===== src/rtl/aes_roundtrip_ctrl.sv =====
// AES encipher->decipher round-trip sequencer: feeds one plaintext through both
// cores, compares the recovered text with the original and keeps statistics.
module aes_roundtrip_ctrl #(
  parameter int TIMEOUT = 1024,
  parameter int CNT_W   = 16
) (
  input  logic             clk,
  input  logic             rst,
  input  logic [127:0]     pt_in,
  input  logic             pt_valid,
  output logic             pt_ready,
  output logic             enc_start,
  output logic [127:0]     enc_block,
  input  logic             enc_done,
  input  logic [127:0]     enc_result,
  output logic             dec_start,
  output logic [127:0]     dec_block,
  input  logic             dec_done,
  input  logic [127:0]     dec_result,
  output logic [127:0]     cmp_a,
  output logic [127:0]     cmp_b,
  input  logic             cmp_equal,
  input  logic             clear_counts,
  output logic             busy,
  output logic             result_valid,
  output logic             last_match,
  output logic [CNT_W-1:0] pass_count,
  output logic [CNT_W-1:0] fail_count,
  output logic             timeout_flag
);

  typedef enum logic [2:0] {
    IDLE, ENC_ISSUE, ENC_WAIT, DEC_ISSUE, DEC_WAIT, COMPARE
  } state_t;

  // The abort fires on the edge at which the wait count would reach TIMEOUT-1,
  // so a hung core yields result_valid exactly TIMEOUT cycles after its start.
  localparam int WAIT_W    = (TIMEOUT > 2) ? $clog2(TIMEOUT) : 1;
  localparam int TO_LAST_I = (TIMEOUT >= 2) ? TIMEOUT - 2 : 0;
  localparam logic [WAIT_W-1:0] TO_LAST = WAIT_W'(TO_LAST_I);

  state_t              state_reg, state_next;
  logic [WAIT_W-1:0]   wait_cnt_reg;
  logic [127:0]        enc_block_reg, dec_block_reg, cmp_b_reg;
  logic                enc_start_reg, dec_start_reg;
  logic                result_valid_reg, last_match_reg, timeout_flag_reg;
  logic                timeout_hit;
  logic [1:0]          cnt_inc;

  always_comb begin
    timeout_hit = 1'b0;
    if (((state_reg == ENC_WAIT) && !enc_done) ||
        ((state_reg == DEC_WAIT) && !dec_done))
      timeout_hit = (wait_cnt_reg == TO_LAST);
  end

  always_ff @(posedge clk) begin
    if (rst) state_reg <= IDLE;
    else     state_reg <= state_next;
  end

  always_comb begin
    state_next = state_reg;
    case (state_reg)
      IDLE:      if (pt_valid) state_next = ENC_ISSUE;
      ENC_ISSUE: state_next = ENC_WAIT;
      ENC_WAIT: begin
        if (enc_done)         state_next = DEC_ISSUE;
        else if (timeout_hit) state_next = IDLE;
      end
      DEC_ISSUE: state_next = DEC_WAIT;
      DEC_WAIT: begin
        if (dec_done)         state_next = COMPARE;
        else if (timeout_hit) state_next = IDLE;
      end
      COMPARE:   state_next = IDLE;
      default:   state_next = IDLE;
    endcase
  end

  always_comb begin
    pt_ready = (state_reg == IDLE);
    busy     = (state_reg != IDLE);
  end

  // Start pulses are registered from the next-state decode so they line up with
  // the ISSUE states while coming straight out of flops.
  always_ff @(posedge clk) begin
    if (rst) begin
      enc_start_reg    <= 1'b0;
      dec_start_reg    <= 1'b0;
      enc_block_reg    <= '0;
      dec_block_reg    <= '0;
      cmp_b_reg        <= '0;
      wait_cnt_reg     <= '0;
      result_valid_reg <= 1'b0;
      last_match_reg   <= 1'b0;
    end else begin
      enc_start_reg    <= (state_next == ENC_ISSUE);
      dec_start_reg    <= (state_next == DEC_ISSUE);
      result_valid_reg <= (state_reg == COMPARE) || timeout_hit;
      if ((state_reg == IDLE) && pt_valid)
        enc_block_reg <= pt_in;
      if ((state_reg == ENC_WAIT) && enc_done)
        dec_block_reg <= enc_result;
      if ((state_reg == DEC_WAIT) && dec_done)
        cmp_b_reg <= dec_result;
      if ((state_reg == ENC_ISSUE) || (state_reg == DEC_ISSUE))
        wait_cnt_reg <= '0;
      else if ((state_reg == ENC_WAIT) || (state_reg == DEC_WAIT))
        wait_cnt_reg <= wait_cnt_reg + WAIT_W'(1);
      if (state_reg == COMPARE)
        last_match_reg <= cmp_equal;
      else if (timeout_hit)
        last_match_reg <= 1'b0;
    end
  end

  always_ff @(posedge clk) begin
    if (rst || clear_counts) timeout_flag_reg <= 1'b0;
    else if (timeout_hit)    timeout_flag_reg <= 1'b1;
  end

  // Index 0 counts matches, index 1 counts mismatches and timeouts.
  assign cnt_inc[0] = (state_reg == COMPARE) && cmp_equal;
  assign cnt_inc[1] = ((state_reg == COMPARE) && !cmp_equal) || timeout_hit;

  for (genvar gi = 0; gi < 2; gi++) begin : g_cnt
    logic [CNT_W-1:0] cnt_reg;
    always_ff @(posedge clk) begin
      if (rst || clear_counts)
        cnt_reg <= '0;
      else if (cnt_inc[gi] && (cnt_reg != {CNT_W{1'b1}}))
        cnt_reg <= cnt_reg + CNT_W'(1);
    end
  end

  assign pass_count   = g_cnt[0].cnt_reg;
  assign fail_count   = g_cnt[1].cnt_reg;
  assign enc_start    = enc_start_reg;
  assign dec_start    = dec_start_reg;
  assign enc_block    = enc_block_reg;
  assign cmp_a        = enc_block_reg;
  assign dec_block    = dec_block_reg;
  assign cmp_b        = cmp_b_reg;
  assign result_valid = result_valid_reg;
  assign last_match   = last_match_reg;
  assign timeout_flag = timeout_flag_reg;

endmodule

===== config.mk =====
export PLATFORM = sky130hd
export DESIGN_NAME = aes_roundtrip_ctrl
export DESIGN_NICKNAME = d
export VERILOG_FILES = /design/src/rtl/aes_roundtrip_ctrl.sv
export SDC_FILE = /design/constraint.sdc
export NUM_CORES = 1
export LEC_CHECK = 0
export ABC_AREA = 1
export ABC_CLOCK_PERIOD_IN_PS = 1450
export CAP_MARGIN = 5
export CORE_AREA = 2 2 367 369
export DETAILED_ROUTE_END_ITERATION = 16
export DIE_AREA = 0 0 369 371
export PLACE_DENSITY = 0.36
export SLEW_MARGIN = 20
export SYNTH_ARGS = -nofsm -noshare
export SYNTH_HDL_FRONTEND = slang
export SYNTH_SLANG_ARGS = --single-unit

===== constraint.sdc =====
create_clock -name clk -period 1.45 [get_ports clk]
set_input_delay 0.29 -clock clk [delete_from_list [all_inputs] [get_ports clk]]
set_output_delay 0.29 -clock clk [all_outputs]
set_load 0.01 [all_outputs]

# Word level (Yosys, flattened, before mapping)
# Index checks and enable logic that the tools add are counted.
# word_totals
wordCells	55
in_bits	391
ff_bits	434
out_inout_bits	551
# classes
n_reduce_logical	22
mux	8
add_sub_neg	3
eq_ne	10
# ops
op	count
adder 16 x 1 -> 16 bit (second input constant)	2
!= test 16 bit (second input constant)	2
one-hot mux 3 bit (5 select lines)	1
2-to-1 mux 3 bit	4
adder 10 x 1 -> 10 bit (second input constant)	1
== test 10 bit (second input constant)	1
== test 3 x 2 -> 1 bit (second input constant)	3
logical AND 1 bit	9
== test 3 x 1 -> 1 bit (second input constant)	2
== test 3 bit (second input constant)	2
logical OR 1 bit	6
logical NOT 1 bit	3
logical NOT 3 bit	1
2-to-1 mux 1 bit	3
nonzero test 3 bit	1
nonzero test 2 bit	1
OR reduction 2 bit	1

# Logic depth before layout (Yosys ltp)
# Gate-level depths: netlist (run 1).
# logic_depth
ltp_word	8
mapped_depth	12
depth_no_buf	12

# Worst setup path after synthesis (run 1)
# OpenSTA, ideal clock, no wires.
# synth_timing
path_type	reg-to-reg
startpoint	register g_cnt[0].cnt_reg[0] (netlist: pass_count[0])
endpoint	register g_cnt[0].cnt_reg[2] (netlist: pass_count[2])
setup_ps	142
stages_incl_launch_ff	10
path_buffers	1
setup_slack_ps	-177
arrival_ps	1485
required_ps	1308
path_cell_list	dfxtp_1 ha_1 nand3_1 nor3_2 nand3_1 nand2_4 inv_4 buf_6 nand2_2 a21oi_2
# synth_via
elab_chain_cells	2
# synth_rtl
element	line	text
from (decl)	129	logic [CNT_W-1:0] cnt_reg;
from (signal assigned)	134	cnt_reg <= cnt_reg + CNT_W'(1);
branches (longest 2 deep; another with adder 16 x 1 -> 16 bit)	-	
# Several ways; the timed one is not identified.
# A chain may end at the register's enable or synchronous reset.

# Final worst setup path (run 1)
# layout_timing
startpoint	register state_reg[1]
endpoint	output busy
# layout_via
elab_chain_cells	1
# layout_rtl
element	line	text
from (decl)	42	state_t state_reg, state_next;
from (signal assigned)	59	else state_reg <= state_next;
nonzero test 3 bit	83	busy = (state_reg != IDLE);
to (decl)	24	output logic busy,
# Every way passes these cells.

==> flow_summary.json, run 1 <==
{
  "layout.nets": 3742,
  "multi_input_area_sq_mm": 0.00870,
  "power_uw": 38000,
  "p_int_uw": 27200,
  "dieWidth_um": 369,
  "violations": "negative setup slack",
  "run_status": "complete, but fails checks",
  "h-tree-depth": 2,
  "core-area_sq_mm": 0.133,
  "slowest_stage": "dfxtp_2",
  "drc": 0,
  "p_seq_frac": 0.351,
  "root_buffer": "clkbuf_16",
  "postSynthAreaPerCell_sq_um": 7.77,
  "power.share.clock": 0.416,
  "p_sw_uw": 10800,
  "hold_end": "cmp_b[127]",
  "relSlewSlack": 0.505,
  "clock_latency_ns": 0.65,
  "layout_setup_ws_ns": -0.369,
  "io_buffers": 941,
  "grt_max_degree": 67,
  "grt-ovfl-total": 0,
  "die_y_um": 371,
  "grt_pass1_vias": 19700,
  "reg2reg_to": "dec_block[16]",
  "reg2reg_depth": 13,
  "wl_met2_um": 51100,
  "hold_slack_ns": 0.167,
  "regArea_sq_mm": 0.00942,
  "hold_viol": 0,
  "dieArea_sq_mm": 0.137,
  "numCtsBuffers": 60,
  "initial_utilization": 0.131,
  "netSwitchingFraction": 0.283,
  "wl_per_cell_um": 19.7,
  "cts_tree": "done",
  "num_rows": 134,
  "cp-end-kind": "output pin",
  "io_pins": 942,
  "final_util": 0.283,
  "arrival_ns": 1.53,
  "synth_cells": 2238,
  "num-fill-cells": 14200,
  "num_vias": 19600,
  "finalSetupViolations": 528,
  "timing.fmax_ghz": 0.550,
  "fin_skew_ns": 0.0156,
  "grt_first_pass_wirelength_um": 141000,
  "r2r_start": "state_reg[1]",
  "totalWireLength_um": 102000,
  "critical-path-top-delay-family": "buffers and inverters",
  "synth-seq-cells": 434,
  "antenna_found_initial": 20,
  "period_needed_ns": 1.82,
  "yosysWarnings": 0,
  "crit_type": "register to output pin",
  "clkTransAtPathRegs_ns": 0.07,
  "critPathLaunchType": "register",
  "p_comb_frac": 0.233,
  "netlist-cell-type-count": 33,
  "netlist_area_sq_mm": 0.0174,
  "hold_start": "dec_done",
  "routed.top_layer": "met5",
  "track_usage": 0.140,
  "area_growth_pct": 116,
  "hold_path_class": "input pin to register",
  "drive_gt1_frac": 0.555,
  "clock-sinks": 434,
  "yosysTopAreaCell": "dfxtp_1",
  "cp.required_ns": 1.16,
  "cp_cell_sequence": "nor2_4, inv_2, nor2_4, buf_6, inv_4, buf_6",
  "post-dp-hpwl_um": 72600,
  "ff2ff_setup_slack_ns": -0.37,
  "ys_seq_area_frac": 0.499,
  "ir_drop_v": 0.000793,
  "p_leak_uw": 0.0152,
  "fin_crit_sh": 1.25,
  "cap_violations": 0,
  "wl_met3_um": 7350,
  "rsz0062_at_grt": "true",
  "critPathMaxFanout": 2,
  "dp_slack_ns": -0.572,
  "cts.path.max_buffers": 3,
  "cpPeakStageDelay_ns": 0.33,
  "power_density_mw_per_mm2": 1010,
  "slew_violations": 0,
  "worstMarginPinSlew_ns": 0.742,
  "synth.area.top_cells": "dfxtp_1 50%, nand3_1 8.5%, a21oi_1 8.0%",
  "synth_nets": 2633,
  "firstDrtPassIters": 5,
  "path_buf_inv": 4,
  "drtIter0Drc": 633,
  "drt-vias-per-instance": 3.79,
  "postRouteAntennaNets": 0,
  "hold_depth": 4,
  "gp_congestion": 0.777,
  "wl_met1_um": 40200,
  "synth_top_area_share": 0.499
}
## worst register-to-register path: cells and delay by family, from the launching register on
family                 cells  cell delay (ns)
buffers and inverters      8             0.89
flip-flops                 1             0.35
AND/OR/NAND/NOR            5             0.47
## per-stage QoR
| stage | instance area (sq um) | std cells | TNS [ns] |
|---|---|---|---|
| floorplan | 17400 | 2238 | -0.988 |
| global placement | 29500 | 4866 | -110.29 |
| detailed placement | 29500 | 4866 | -113.83 |
| CTS | 35600 | 5143 | -133.26 |
| global route | 37600 | 5171 | -153.01 |
| finish | 37600 | 5172 | -89.53 |
## cell type report
| cell class | count | share of cell area |
|---|---|---|
| clock inverters | 23 | 0.00899 |
| diodes | 11 | 0.000733 |
| clock buffers | 85 | 0.0460 |
| repair buffers | 1335 | 0.396 |
| repair inverters | 3 | 0.00113 |
| inverters | 47 | 0.00576 |
| well taps | 1768 | 0.0589 |
| flip-flops and latches | 434 | 0.251 |
| multi-input cells | 1466 | 0.232 |
## per-layer routing
metal / vias to the layer above / track usage
li1: 9546 / -
met1: 9269 / 0.159
met2: 631 / 0.246
met3: 144 / 0.0431
met4: 10 / 0.0469
met5: - / 0
## how the worst max path moves through the flow
| stage | depth (start not counted) | startpoint | slack, ns | to |
|---|---|---|---|---|
| floorplan | 9 | pass_count[1] | -0.06 | pass_count[2] |
| global placement | 6 | enc_done | -0.57 | dec_start |
| detailed placement | 9 | enc_done | -0.57 | fail_count[7] |
| CTS | 6 | state_reg[1] | -0.51 | busy |
| global route | 6 | state_reg[1] | -0.49 | busy |
| finish | 6 | state_reg[1] | -0.37 | busy |
## cell usage after synthesis
library cell / instances
a21oi_1: 279
a31oi_1: 1
nor2_1: 299
nor3_4: 1
nand2_1: 358
nor3_1: 5
a21oi_2: 20
nor3b_2: 1
o21ai_0: 100
ha_1: 4
inv_4: 1
inv_2: 4
nor2_4: 2
nand4_4: 1
clkbuf_1: 83
clkinv_1: 1
buf_6: 3
buf_1: 1
dfxtp_1: 434
nor3_2: 1
inv_1: 41
buf_4: 138
nand3_1: 295
xnor2_1: 8
and2_1: 1
nand2_4: 2
nand2_2: 22
xor2_1: 12
buf_2: 66
nand3b_1: 2
o21ai_1: 38
nand4_1: 11
nor2_2: 3
## kinds of logic after synthesis
logic type | share of synthesized area
flip-flops | 0.499
XOR/XNOR | 0.0101
AO/OA/AOI/OAI | 0.130
adder cells (fa/ha/maj) | 0.00288
buffers and inverters | 0.109
AND/OR/NAND/NOR | 0.248
## repair_timing
action                                  CTS  global route
cloned                                   36             9
hold buffers                              2             0
buffers inserted                        137            13
resized for setup                      3583           465
pin swaps                                31            57
setup endpoints to repair               982           824
endpoints found under the hold margin     8             0
## power by group through the flow
stage,Clock (uW),Combinational (uW),Sequential (uW)
2_1_floorplan,0,2090,13400
4_1_cts,16500,8010,13300
3_5_place_dp,0,6140,13300
3_3_place_gp,0,6150,13300
5_1_grt,16900,9370,13400
6_report,15800,8840,13300
## layout by cell type, fill, tap and decap left out, types with 38 or more instances in the layout
master	synthesis	layout
a21oi_1	279	182
a21oi_2	20	117
buf_12	0	65
buf_16	0	38
buf_4	138	219
buf_6	3	570
clkbuf_16	0	69
clkdlybuf4s50_1	0	387
dfxtp_2	0	334
dfxtp_4	0	83
nand2_1	358	243
nand2_4	2	107
nand3_1	295	264
nor2_1	299	183
nor2_2	3	86
o21ai_0	100	64
o21ai_1	38	72
Power figures use the tool's default switching activity.
==> run 2: changes to the inputs <==
--- a/config.mk
+++ b/config.mk
@@ -6,13 +6,12 @@
 export NUM_CORES = 1
 export LEC_CHECK = 0
 export ABC_AREA = 1
-export ABC_CLOCK_PERIOD_IN_PS = 1450
+export ABC_CLOCK_PERIOD_IN_PS = 1500
 export CAP_MARGIN = 5
 export CORE_AREA = 2 2 367 369
 export DETAILED_ROUTE_END_ITERATION = 16
 export DIE_AREA = 0 0 369 371
-export PLACE_DENSITY = 0.36
-export SLEW_MARGIN = 20
+export PLACE_DENSITY = 0.47
 export SYNTH_ARGS = -nofsm -noshare
 export SYNTH_HDL_FRONTEND = slang
 export SYNTH_SLANG_ARGS = --single-unit
==> constraint.sdc (replaced) <==
create_clock -name clk -period 1.5 [get_ports clk]
set_input_delay 0.3 -clock clk [delete_from_list [all_inputs] [get_ports clk]]
set_output_delay 0.3 -clock clk [all_outputs]
set_load 0.01 [all_outputs]
==> flow_summary.json, run 2 (synthesized netlist as in run 1, its figures left out) <==
{
  "run_status": "complete, but fails checks",
  "violations": "negative setup slack",
  "io_pins": 942,
  "grt-ovfl-total": 0,
  "cp_common_cell": "nor2_4",
  "ir_drop_v": 0.000817,
  "dpl_cell_area_sq_mm": 0.0293,
  "cts_tree": "done",
  "numCtsBuffers": 60,
  "final_common_cell": "clkdlybuf4s50_1",
  "antenna_found_initial": 25,
  "totalWireLength_um": 104000,
  "wl_per_cell_um": 20.3,
  "rsz0062_at_grt": "true",
  "grt_max_degree": 71,
  "arrival_ns": 1.59,
  "finalSetupViolations": 445,
  "setup.worst_path.start": "state_reg[0]",
  "relSlewSlack": 0.728,
  "p_leak_uw": 0.0142,
  "num-fill-cells": 14400,
  "drtIter0Drc": 855,
  "core-area_sq_mm": 0.133,
  "drive_gt1_frac": 0.467,
  "dieWidth_um": 369,
  "hold_viol": 0,
  "fin_crit_sh": 1.26,
  "io_buffers": 941,
  "cp_cell_sequence": "nor2_4, inv_2, nor2_4, buf_12, inv_4, buf_6",
  "clkTransAtPathRegs_ns": 0.06,
  "track_usage": 0.137,
  "drt-vias-per-instance": 3.84,
  "layout_setup_ws_ns": -0.390,
  "power_density_mw_per_mm2": 1050,
  "dp_slack_ns": -0.642,
  "firstDrtPassIters": 5,
  "clock-sinks": 434,
  "postRouteAntennaNets": 0,
  "placed_cells": 4831,
  "drc": 0,
  "fin_cells": 5111,
  "timing.fmax_ghz": 0.529,
  "die_y_um": 371,
  "r2r_start": "state_reg[0]",
  "area_growth_pct": 96.4,
  "hold_path_class": "input pin to register",
  "period_needed_ns": 1.89,
  "layout.nets": 3675,
  "worstMarginPinSlew_ns": 0.409,
  "h-tree-depth": 2,
  "num_vias": 19600,
  "grt_first_pass_wirelength_um": 137000,
  "fin_skew_ns": 0.0222,
  "cp-end-kind": "output pin",
  "hold_start": "dec_result[113]",
  "dieArea_sq_mm": 0.137,
  "clock_latency_ns": 0.66,
  "final_design_area_no_fill_sq_mm": 0.0342,
  "slowest_stage": "dfxtp_4",
  "critPathLaunchType": "register",
  "initial_utilization": 0.131,
  "num_rows": 134,
  "grt_pass1_vias": 19000,
  "slew_violations": 0,
  "critical-path-top-delay-family": "flip-flops",
  "hold_slack_ns": 0.204,
  "root_buffer": "clkbuf_16",
  "critPathMaxFanout": 2,
  "crit_type": "register to output pin",
  "cpPeakStageDelay_ns": 0.36,
  "gp_congestion": 0.866,
  "layout_common_cells": "387 x clkdlybuf4s50_1, 301 x buf_6, 274 x nor2_1, 270 x nand3_1, 261 x buf_2",
  "cp.required_ns": 1.20,
  "post-dp-hpwl_um": 74700,
  "path_buf_inv": 4,
  "cap_violations": 0,
  "cts.path.max_buffers": 3
}
run 2: path summary, 6_finish.rpt:
path | end | cells after the start | slack (ns)
setup reg to reg | cmp_a[22] | 12 | -0.38
hold / removal | cmp_b[113] | 3 | 0.20
hold reg to reg | cmp_b[62] | 2 | 0.45
setup / recovery | busy | 6 | -0.39
run 2: through the flow:
stage          setup TNS [ns]  total power (uW)  utilization
2_1_floorplan          -0.122             15000            -
3_3_place_gp          -119.19             18800        0.220
3_5_place_dp          -119.68             18800        0.220
4_1_cts                -83.22             35100        0.241
5_1_grt               -110.31             37300        0.257
6_report               -63.38             35800        0.257
run 2: per-layer routing:
| layer | vias to the layer above | global-route usage | wire [um] |
|---|---|---|---|
| li1 | 9421 | - | - |
| met1 | 9349 | 0.151 | 39900 |
| met2 | 703 | 0.247 | 53200 |
| met3 | 133 | 0.0433 | 7900 |
| met4 | 6 | 0.0403 | 2650 |
| met5 | - | 0 | 40 |
run 2: cell type report:
class	instances	area [sq um]	area share
sequential	434	9230	0.270
timing repair buffer	1267	12500	0.366
antenna	14	35.0	0.00103
clock buffer	88	1780	0.0520
timing repair inverter	1	8.76	0.000256
inverter	47	216	0.00634
multi-input combinational	1469	7830	0.229
tap	1768	2210	0.0647
clock inverter	23	353	0.0103
run 2: where the power goes:
group | total (uW) | internal (uW) | switching [uW]
registers | 12700 | 12100 | 601
logic | 7560 | 4060 | 3500
clock network | 15500 | 9420 | 6060
run 2: what timing repair did:
| item | 4_1_cts | 5_1_grt |
|---|---|---|
| buffers inserted | 91 | 30 |
| hold buffers | 1 | 0 |
| setup endpoints to repair | 974 | 623 |
| gates cloned | 7 | 39 |
| endpoints found under the hold margin | 3 | 0 |
| pin swaps | 9 | 35 |
| gates resized for setup | 2988 | 328 |
run 2: worst min-delay path, cell delays in order:
cell,delay (ns)
clkdlybuf4s50_1,0.40
nand3_1,0.08
a21oi_1,0.05
==> run 3: changes to the inputs <==
--- a/config.mk
+++ b/config.mk
@@ -9,6 +9,8 @@
 export ABC_CLOCK_PERIOD_IN_PS = 1500
 export CAP_MARGIN = 5
 export CORE_AREA = 2 2 367 369
+export CTS_BUF_LIST = sky130_fd_sc_hd__clkbuf_16
+export CTS_CLUSTER_SIZE = 12
 export DETAILED_ROUTE_END_ITERATION = 16
 export DIE_AREA = 0 0 369 371
 export PLACE_DENSITY = 0.47
==> flow_summary.json, run 3 (synthesized netlist as in run 1, its figures left out) <==
{
  "run_status": "complete, but fails checks",
  "violations": "negative setup slack",
  "p_seq_frac": 0.361,
  "core-area_sq_mm": 0.133,
  "layout.nets": 3692,
  "finalSetupViolations": 448,
  "period_needed_ns": 1.90,
  "slew_violations": 0,
  "drc": 0,
  "postRouteAntennaNets": 0,
  "power_uw": 35300,
  "r2r_start": "state_reg[1]",
  "hold_start": "dec_result[113]",
  "totalWireLength_um": 106000,
  "num_rows": 134,
  "drt-vias-per-instance": 3.86,
  "grt_pass1_vias": 19000,
  "cpPeakStageDelay_ns": 0.34,
  "dieArea_sq_mm": 0.137,
  "antenna_found_initial": 27,
  "cp.required_ns": 2.03,
  "p_comb_frac": 0.228,
  "critPathLaunchType": "register",
  "layout_common_cells": "387 x clkdlybuf4s50_1, 298 x buf_6, 270 x nor2_1, 266 x buf_2, 256 x nand3_1",
  "grt-ovfl-total": 0,
  "track_usage": 0.137,
  "area_growth_pct": 97.9,
  "cap_violations": 0,
  "power.share.clock": 0.411,
  "critical-path-top-delay-family": "buffers and inverters",
  "io_pins": 942,
  "worstMarginPinSlew_ns": 0.413,
  "p_int_uw": 24900,
  "root_buffer": "clkbuf_16",
  "crit_type": "register to register",
  "setup_tns_ns": -80.71,
  "critPathMaxFanout": 8,
  "wl_per_cell_um": 20.7,
  "drive_gt1_frac": 0.466,
  "initial_utilization": 0.131,
  "rsz0062_at_grt": "true",
  "clock_latency_ns": 0.66,
  "hold_viol": 0,
  "cts_tree": "done",
  "clkTransAtPathRegs_ns": 0.06,
  "reg2reg_to": "cmp_a[9]",
  "power_density_mw_per_mm2": 1020,
  "num_vias": 19800,
  "layout_setup_ws_ns": -0.398,
  "hold_path_class": "input pin to register",
  "grt_max_degree": 71,
  "firstDrtPassIters": 5,
  "relSlewSlack": 0.725,
  "post-dp-hpwl_um": 74700,
  "p_sw_uw": 10300,
  "clock-sinks": 434,
  "numCtsBuffers": 60,
  "ff2ff_setup_slack_ns": -0.40,
  "path_buf_inv": 7,
  "hold_slack_ns": 0.204,
  "ir_drop_v": 0.000822,
  "reg2reg_depth": 12,
  "cts.path.max_buffers": 3,
  "grt_first_pass_wirelength_um": 138000,
  "drtIter0Drc": 817,
  "fin_cells": 5128,
  "arrival_ns": 2.43,
  "fin_crit_sh": 1.27,
  "placed_cells": 4831,
  "timing.fmax_ghz": 0.527,
  "gp_congestion": 0.866,
  "fin_skew_ns": 0.0225,
  "io_buffers": 941,
  "netSwitchingFraction": 0.293,
  "p_leak_uw": 0.0142,
  "slowest_stage": "dfxtp_2",
  "hold_depth": 3,
  "cp_cell_sequence": "nor2_4, inv_2, nor2_4, buf_12, buf_4, buf_8, buf_12, nand2_8, buf_12, buf_8, nand2_2, a21oi_2",
  "final_common_cell": "clkdlybuf4s50_1",
  "cp-end-kind": "register",
  "dieWidth_um": 369,
  "die_y_um": 371,
  "h-tree-depth": 2,
  "hold_end": "cmp_b[113]",
  "cp_common_cell": "buf_12"
}
==> run 3: metrics by stage <==
stage          utilization  cell area, sq um  setup WS [ns]
2_1_floorplan            -             17400        -0.0145
3_3_place_gp         0.220             29300         -0.701
3_5_place_dp         0.220             29300         -0.642
4_1_cts              0.240             31900         -0.495
5_1_grt              0.259             34400         -0.495
6_report             0.259             34400         -0.398
==> run 3: power groups by stage <==
| stage | registers [uW] | clock network, uW | logic, uW |
|---|---|---|---|
| after floorplan | 12900 | 0 | 2020 |
| after global placement | 12900 | 0 | 5950 |
| after detailed placement | 12900 | 0 | 5940 |
| after CTS | 12700 | 15000 | 6550 |
| after global routing | 12800 | 15500 | 8530 |
| final | 12700 | 14500 | 8050 |
==> run 3: routing by layer <==
layer | wire (um) | track usage | vias up
met4 | 3080 | 0.0442 | 8
li1 | - | - | 9467
met5 | 46 | 0 | -
met3 | 8030 | 0.0445 | 148
met2 | 54400 | 0.247 | 711
met1 | 40600 | 0.151 | 9442
==> run 3: area by class of cell <==
type	count	area (sq um)
diodes	14	35.0
repair buffers	1283	12800
flip-flops and latches	434	9230
clock buffers	60	1500
clock inverters	51	458
repair inverters	1	8.76
fillers	14400	98400
well taps	1768	2210
inverters	47	216
multi-input cells	1470	7920
==> run 3: timing repair <==
item,4_1_cts,5_1_grt
hold endpoints to repair,3,0
buffers inserted,90,33
setup endpoints to repair,974,624
cloned,11,49
resized for setup,2979,352
hold buffers,1,0
pin swaps,29,57
==> run 3: worst min-delay path: stages <==
cell	delay (ns)
clkdlybuf4s50_1	0.40
nand3_1	0.08
a21oi_1	0.05
==> run 3: how the worst max path moves through the flow <==
stage,end,depth (start not counted),startpoint
after global placement,fail_count[1],10,enc_done
after CTS,busy,6,state_reg[0]
after detailed placement,fail_count[0],10,enc_done
after floorplan,pass_count[2],9,pass_count[1]
after global routing,busy,6,state_reg[0]
final,cmp_a[9],12,state_reg[1]
